--- src/rtl/bsg_manycore_host_endpoint.sv ---
// Host-side endpoint on manycore io port (0,0): injects host requests under credit flow
// control, buffers rev responses and tile->host requests, and answers consumed requests.

module bsg_manycore_host_endpoint_fifo #(
    parameter int unsigned width_p = 1,
    parameter int unsigned els_p   = 2
) (
    input  logic               clk_i,
    input  logic               reset_i,
    input  logic               enq_i,
    input  logic [width_p-1:0] data_i,
    input  logic               deq_i,
    output logic [width_p-1:0] data_o,
    output logic               full_o,
    output logic               empty_o
);
    localparam int unsigned ptr_width_lp = (els_p > 1) ? $clog2(els_p) : 1;
    localparam int unsigned cnt_width_lp = $clog2(els_p + 1);
    localparam logic [ptr_width_lp-1:0] last_ptr_lp = ptr_width_lp'(els_p - 1);
    localparam logic [cnt_width_lp-1:0] els_cnt_lp  = cnt_width_lp'(els_p);

    logic [width_p-1:0]      mem_r [els_p];
    logic [ptr_width_lp-1:0] rd_ptr_r;
    logic [ptr_width_lp-1:0] wr_ptr_r;
    logic [cnt_width_lp-1:0] count_r;

    assign full_o  = (count_r == els_cnt_lp);
    assign empty_o = (count_r == '0);
    assign data_o  = mem_r[rd_ptr_r];

    always_ff @(posedge clk_i) begin
        if (enq_i) begin
            mem_r[wr_ptr_r] <= data_i;
        end
    end

    always_ff @(posedge clk_i) begin
        if (reset_i) begin
            rd_ptr_r <= '0;
            wr_ptr_r <= '0;
            count_r  <= '0;
        end else begin
            if (enq_i) begin
                wr_ptr_r <= (wr_ptr_r == last_ptr_lp) ? '0 : wr_ptr_r + ptr_width_lp'(1);
            end
            if (deq_i) begin
                rd_ptr_r <= (rd_ptr_r == last_ptr_lp) ? '0 : rd_ptr_r + ptr_width_lp'(1);
            end
            if (enq_i && !deq_i) begin
                count_r <= count_r + cnt_width_lp'(1);
            end else if (!enq_i && deq_i) begin
                count_r <= count_r - cnt_width_lp'(1);
            end
        end
    end
endmodule

module bsg_manycore_host_endpoint #(
    parameter int addr_width_p      = 28,
    parameter int data_width_p      = 32,
    parameter int x_cord_width_p    = 4,
    parameter int y_cord_width_p    = 3,
    parameter int load_id_width_p   = 5,
    parameter int max_out_credits_p = 16,
    parameter int rsp_fifo_els_p    = 4,
    parameter int in_fifo_els_p     = 2,
    localparam int packet_width_lp = addr_width_p + 2 + load_id_width_p + data_width_p
                                   + 2 * (x_cord_width_p + y_cord_width_p),
    localparam int return_packet_width_lp = 2 + data_width_p + load_id_width_p
                                          + x_cord_width_p + y_cord_width_p,
    localparam int link_sif_width_lp = 4 + packet_width_lp + return_packet_width_lp,
    localparam int credit_width_lp   = $clog2(max_out_credits_p + 1)
) (
    input  logic                         clk_i,
    input  logic                         reset_i,
    input  logic [link_sif_width_lp-1:0] link_sif_i,
    output logic [link_sif_width_lp-1:0] link_sif_o,
    input  logic                         host_req_v_i,
    input  logic [packet_width_lp-1:0]   host_req_i,
    output logic                         host_req_ready_o,
    output logic                         host_rsp_v_o,
    output logic [data_width_p-1:0]      host_rsp_data_o,
    output logic [load_id_width_p-1:0]   host_rsp_load_id_o,
    output logic [1:0]                   host_rsp_type_o,
    input  logic                         host_rsp_yumi_i,
    output logic                         host_in_v_o,
    output logic [packet_width_lp-1:0]   host_in_packet_o,
    input  logic                         host_in_yumi_i,
    output logic [credit_width_lp-1:0]   out_credits_o
);
    typedef enum logic [1:0] {
        e_remote_load  = 2'd0,
        e_remote_store = 2'd1,
        e_remote_amo   = 2'd2,
        e_remote_nop   = 2'd3
    } packet_op_e;

    typedef enum logic [1:0] {
        e_return_credit = 2'd0,
        e_return_int    = 2'd1,
        e_return_float  = 2'd2,
        e_return_ifetch = 2'd3
    } return_packet_type_e;

    typedef struct packed {
        logic [addr_width_p-1:0]    addr;
        logic [1:0]                 op;
        logic [load_id_width_p-1:0] reg_id;
        logic [data_width_p-1:0]    payload;
        logic [y_cord_width_p-1:0]  src_y_cord;
        logic [x_cord_width_p-1:0]  src_x_cord;
        logic [y_cord_width_p-1:0]  y_cord;
        logic [x_cord_width_p-1:0]  x_cord;
    } packet_s;

    typedef struct packed {
        logic [1:0]                 pkt_type;
        logic [data_width_p-1:0]    data;
        logic [load_id_width_p-1:0] load_id;
        logic [y_cord_width_p-1:0]  y_cord;
        logic [x_cord_width_p-1:0]  x_cord;
    } return_packet_s;

    typedef struct packed {
        logic    v;
        packet_s data;
        logic    ready_and_rev;
    } fwd_link_s;

    typedef struct packed {
        logic           v;
        return_packet_s data;
        logic           ready_and_rev;
    } rev_link_s;

    typedef struct packed {
        rev_link_s rev;
        fwd_link_s fwd;
    } link_sif_s;

    typedef struct packed {
        logic [1:0]                 pkt_type;
        logic [data_width_p-1:0]    data;
        logic [load_id_width_p-1:0] load_id;
    } rsp_entry_s;

    localparam logic [credit_width_lp-1:0] max_credits_lp = credit_width_lp'(max_out_credits_p);

    link_sif_s                  link_in;
    link_sif_s                  link_out;
    logic [credit_width_lp-1:0] credits_r;
    logic                       has_credit;
    logic                       fwd_v;
    logic                       send;
    logic                       rsp_full;
    logic                       rsp_empty;
    logic                       rev_ready;
    logic                       rsp_enq;
    logic                       rsp_deq;
    rsp_entry_s                 rsp_entry_in;
    rsp_entry_s                 rsp_head;
    logic                       in_full;
    logic                       in_empty;
    logic                       fwd_ready;
    logic                       in_enq;
    logic                       in_deq;
    packet_s                    in_head;
    logic                       unused_rev_cord;

    assign link_in    = link_sif_i;
    assign link_sif_o = link_out;

    // Outbound requests are combinational pass-through, gated only by credits.
    assign has_credit       = (credits_r != '0);
    assign fwd_v            = ~reset_i & host_req_v_i & has_credit;
    assign send             = fwd_v & link_in.fwd.ready_and_rev;
    assign host_req_ready_o = ~reset_i & link_in.fwd.ready_and_rev & has_credit;

    assign rev_ready    = ~reset_i & ~rsp_full;
    assign rsp_enq      = link_in.rev.v & rev_ready;
    assign rsp_deq      = host_rsp_yumi_i & host_rsp_v_o;
    assign rsp_entry_in = '{pkt_type: link_in.rev.data.pkt_type,
                            data:     link_in.rev.data.data,
                            load_id:  link_in.rev.data.load_id};

    assign unused_rev_cord = ^{link_in.rev.data.y_cord, link_in.rev.data.x_cord};

    bsg_manycore_host_endpoint_fifo #(
        .width_p ($bits(rsp_entry_s)),
        .els_p   (rsp_fifo_els_p)
    ) rsp_fifo (
        .clk_i   (clk_i),
        .reset_i (reset_i),
        .enq_i   (rsp_enq),
        .data_i  (rsp_entry_in),
        .deq_i   (rsp_deq),
        .data_o  (rsp_head),
        .full_o  (rsp_full),
        .empty_o (rsp_empty)
    );

    assign host_rsp_v_o       = ~reset_i & ~rsp_empty;
    assign host_rsp_data_o    = rsp_head.data;
    assign host_rsp_load_id_o = rsp_head.load_id;
    assign host_rsp_type_o    = rsp_head.pkt_type;

    assign fwd_ready = ~reset_i & ~in_full;
    assign in_enq    = link_in.fwd.v & fwd_ready;

    bsg_manycore_host_endpoint_fifo #(
        .width_p (packet_width_lp),
        .els_p   (in_fifo_els_p)
    ) in_fifo (
        .clk_i   (clk_i),
        .reset_i (reset_i),
        .enq_i   (in_enq),
        .data_i  (link_in.fwd.data),
        .deq_i   (in_deq),
        .data_o  (in_head),
        .full_o  (in_full),
        .empty_o (in_empty)
    );

    // Inbound requests are only offered while rev can accept, so the reply never stalls.
    assign host_in_v_o      = ~reset_i & ~in_empty & link_in.rev.ready_and_rev;
    assign host_in_packet_o = in_head;
    assign in_deq           = host_in_yumi_i & host_in_v_o;

    always_comb begin
        link_out                   = '0;
        link_out.fwd.v             = fwd_v;
        link_out.fwd.data          = host_req_i;
        link_out.fwd.ready_and_rev = fwd_ready;
        link_out.rev.v             = in_deq;
        link_out.rev.data.pkt_type = (in_head.op == e_remote_load) ? e_return_int : e_return_credit;
        link_out.rev.data.data     = '0;
        link_out.rev.data.load_id  = in_head.reg_id;
        link_out.rev.data.y_cord   = in_head.src_y_cord;
        link_out.rev.data.x_cord   = in_head.src_x_cord;
        link_out.rev.ready_and_rev = rev_ready;
    end

    always_ff @(posedge clk_i) begin
        if (reset_i) begin
            credits_r <= max_credits_lp;
        end else if (send && !rsp_enq) begin
            credits_r <= credits_r - credit_width_lp'(1);
        end else if (!send && rsp_enq && (credits_r != max_credits_lp)) begin
            credits_r <= credits_r + credit_width_lp'(1);
        end
    end

    assign out_credits_o = credits_r;

    credit_overflow: assert property (@(posedge clk_i) disable iff (reset_i)
        !(rsp_enq && !send && (credits_r == max_credits_lp)))
        else $error("host endpoint: response received with all credits already returned");

    yumi_without_valid: assert property (@(posedge clk_i) disable iff (reset_i)
        host_in_yumi_i |-> host_in_v_o)
        else $error("host endpoint: host_in_yumi_i asserted while host_in_v_o is low");
endmodule

--- config.mk ---
export PLATFORM = sky130hd
export DESIGN_NAME = bsg_manycore_host_endpoint
export DESIGN_NICKNAME = d
export VERILOG_FILES = /design/src/rtl/bsg_manycore_host_endpoint.sv
export SDC_FILE = /design/constraint.sdc
export NUM_CORES = 1
export LEC_CHECK = 0
export CAP_MARGIN = 20
export CELL_PAD_IN_SITES_DETAIL_PLACEMENT = 1
export CELL_PAD_IN_SITES_GLOBAL_PLACEMENT = 1
export CORE_MARGIN = 3
export CORE_UTILIZATION = 34
export CTS_BUF_LIST = sky130_fd_sc_hd__clkbuf_16
export CTS_CLUSTER_SIZE = 24
export DETAILED_ROUTE_END_ITERATION = 10
export PLACE_DENSITY_LB_ADDON = 0.1
export SETUP_SLACK_MARGIN = 0.1
export SLEW_MARGIN = 20
export SYNTH_ARGS = -nofsm -noshare
export SYNTH_HDL_FRONTEND = slang
export SYNTH_HIERARCHICAL = 1
export SYNTH_SLANG_ARGS = --single-unit
--- constraint.sdc ---
create_clock -name clk_i -period 6 [get_ports clk_i]
set_clock_uncertainty 0.15 [all_clocks]
set_input_delay 0.9 -clock clk_i [delete_from_list [all_inputs] [get_ports clk_i]]
set_output_delay 0.9 -clock clk_i [all_outputs]
set_load 0.01 [all_outputs]
==> flow_summary.ini <==
[status]
status = finished, final reports clean

[worst_setup_path]
worst_setup_path_start_kind = flop
critPathKind = flop to output pin
critPathMaxFanout = 21
critPathCaptureType = output pin
cp.arrival_ps = 2950
cp.required_ps = 4950

[logic_synthesis]
synth_area_um2 = 13600
synth-compound-area-share_pct = 0.900
synth_warnings = 6
synthMuxAreaShare_pct = 13.7
synth_top_family_by_area = multiplexers
synthAdderAreaFrac_pct = 1.21
synthTopCellsByCount = 318 x edfxtp_1, 133 x buf_4, 81 x mux2_2
synth_ff_type = edfxtp_1
synth-simple-area-share_pct = 2.10
synth-edff-count = 318
yosysSeqAreaShare_pct = 72.9
synth_top_area_share_pct = 70.1
yosysUniqueCellTypes = 40
async_flop_share_pct = 0
synthXorXnorAreaFrac_pct = 0.515
ys_ff_latch = 337
synthTopCellsByArea = edfxtp_1 70%, buf_4 7.3%, mux2_2 6.7%
yosys.area.top_type = edfxtp_1
synth_cells = 706
syn_avg_cell_area_um2 = 19.3
synth_most_common_cell = edfxtp_1

[clock_tree]
clock-sinks = 337
clk_path_buf_depth = 3
ctsHoldBuffers = 0
cts_root_buffer = clkbuf_16
cts_resized = 0
clkSlewWorstSetupHoldPaths_ps = 60
cts_buffers = 38
clk_latency_ps = 520
htreeDepth = 2
cts_setup_buffers = 0
cts_tree = done

[timing]
fin_crit_ps = 4000
setup_violations = 0
slew_viol_final = 0
hold_viol = 0
rsz0062_at_grt = no
fin_hold_ws_ps = 386
fmax_mhz = 250
tightest_slew_ps = 933
final.setup.tns_ps = 0
slew-limit-headroom_pct = 37.5
finalCritPeriodShare_pct = 66.7

[finish]
drive_gt1_share_pct = 21.1
nFillCells = 3743
final_nets = 1141
fin_util_pct = 44.4
multi_input_area_um2 = 2660
area_growth_pct = 27.4
seqCellArea_um2 = 9940

[placement]
routabilityCongestion = 0.764
numPortBuffers = 273
hpwl_mm = 21.5

[global_route]
grt-ovfl-total = 0
grt_antenna_before_repair = 5
grt_max_degree = 79
grt_pass1_wl_mm = 45.4
gr-usage-all-layers_pct = 14.3
first_global_vias = 7324

[power_and_ir_drop]
power_mw = 5.82
power_switching_mw = 1.31
irDropWorstVdd_uv = 180
switching_share_pct = 22.6
power_frac_seq_pct = 47.6
p_leak_nw = 5.78
combPwrFrac_pct = 13.8
power_frac_clock_pct = 38.5
p_per_area_nw_per_um2 = 335
internal_power_mw = 4.50

[route]
drtAntennaViolNets = 0
routed_wl_mm = 31.7
routed_via_density = 4.60
dr.pass1.iters = 7
wl_per_cell_um = 21.7
vias = 6719
drc = 0
drt_iter0_drc = 317

[die]
pin_count = 476
die_h_um = 206
dieArea_um2 = 42500
core_um2 = 39100
fp-row-count = 72
die_w_um = 206
start_util_pct = 34.8

[worst_hold_path]
min_path_type = flop to flop

[job]
drv_cap = 0
[layer usage]
layer  track usage (%)  routed length [µm]  vias up
met4              4.87                 911        8
met5                 0                  48        -
met1              16.3               11700     3365
li1                  -                   -     2975
met2              25.3               16400      286
met3              4.52                2600       85
[per-stage QoR]
stage | instance area (µm²) | setup WS (ps) | cells
5_1_grt | 17400 | 1710 | 1460
2_1_floorplan | 13700 | 332 | 738
3_5_place_dp | 16100 | 2060 | 1389
6_report | 17400 | 2000 | 1460
3_3_place_gp | 16100 | 2190 | 1387
4_1_cts | 17300 | 1810 | 1458
[power by group through the flow]
| stage | sequential (mW) | clock (mW) | combinational [mW] |
|---|---|---|---|
| finish | 2.77 | 2.24 | 0.806 |
| global route | 2.79 | 2.43 | 0.875 |
| CTS | 2.78 | 2.33 | 0.824 |
| detailed placement | 2.82 | 0 | 0.819 |
| global placement | 2.82 | 0 | 0.793 |
| floorplan | 2.79 | 0 | 0.497 |
[path summary, 6_finish.rpt]
path                                           to  depth (start not counted)  slack (ps)                             start
hold reg to reg   in_fifo/count_r[1]$_SDFFE_PP0P_                          2         390   in_fifo/count_r[1]$_SDFFE_PP0P_
setup reg to reg   rsp_fifo/mem_r[3][2]$_DFFE_PP_                          4        2950  rsp_fifo/count_r[0]$_SDFFE_PP0P_
hold / removal    in_fifo/count_r[1]$_SDFFE_PP0P_                          2         390   in_fifo/count_r[1]$_SDFFE_PP0P_
setup / recovery              host_rsp_data_o[24]                          3        2000                              flop
[cell type report]
| class | instances | area share (%) |
|---|---|---|
| sequential | 337 | 57.3 |
| timing repair buffer | 282 | 16.5 |
| multi-input combinational | 243 | 15.3 |
| clock buffer | 39 | 5.62 |
| tap | 518 | 3.73 |
| clock inverter | 30 | 1.38 |
| inverter | 10 | 0.216 |
| antenna | 1 | 0.0144 |
[flip-flops by register name (all words and copies together), names as in the netlist, named ones only]
signal	count
in_fifo/rd_ptr_r	1
in_fifo/count_r	2
out_credits_o	5
rsp_fifo/rd_ptr_r	2
in_fifo/mem_r	162
rsp_fifo/wr_ptr_r	2
rsp_fifo/count_r	3
in_fifo/wr_ptr_r	1
rsp_fifo/mem_r	156
[cells in the final DEF, fill, tap and decap left out, drive strengths merged, types with 4 or more instances in the layout]
cell type,count
a21oi,6
nor3b,7
clkdlybuf4s50,273
and2,9
bufinv,4
conb,33
buf,9
inv,20
mux4,39
edfxtp,318
nor2,15
xor2,6
mux2i,8
ha,10
dfxtp,19
nand2b,4
clkinv,15
clkbuf,39
mux2,81
[critical path, cell delays in order (launching register included)]
cell and delay (ps):
dfxtp_2 790, buf_4 530, mux4_2 590, clkdlybuf4s50_1 500
[cell families after synthesis]
group,Yosys count
AND/OR/NAND/NOR,46
AO/OA/AOI/OAI,16
multiplexers,128
buffers and inverters,158
adder cells (fa/ha/maj),12
other,1
XOR/XNOR,8
flip-flops,337
(Power assumes the default switching activity.)
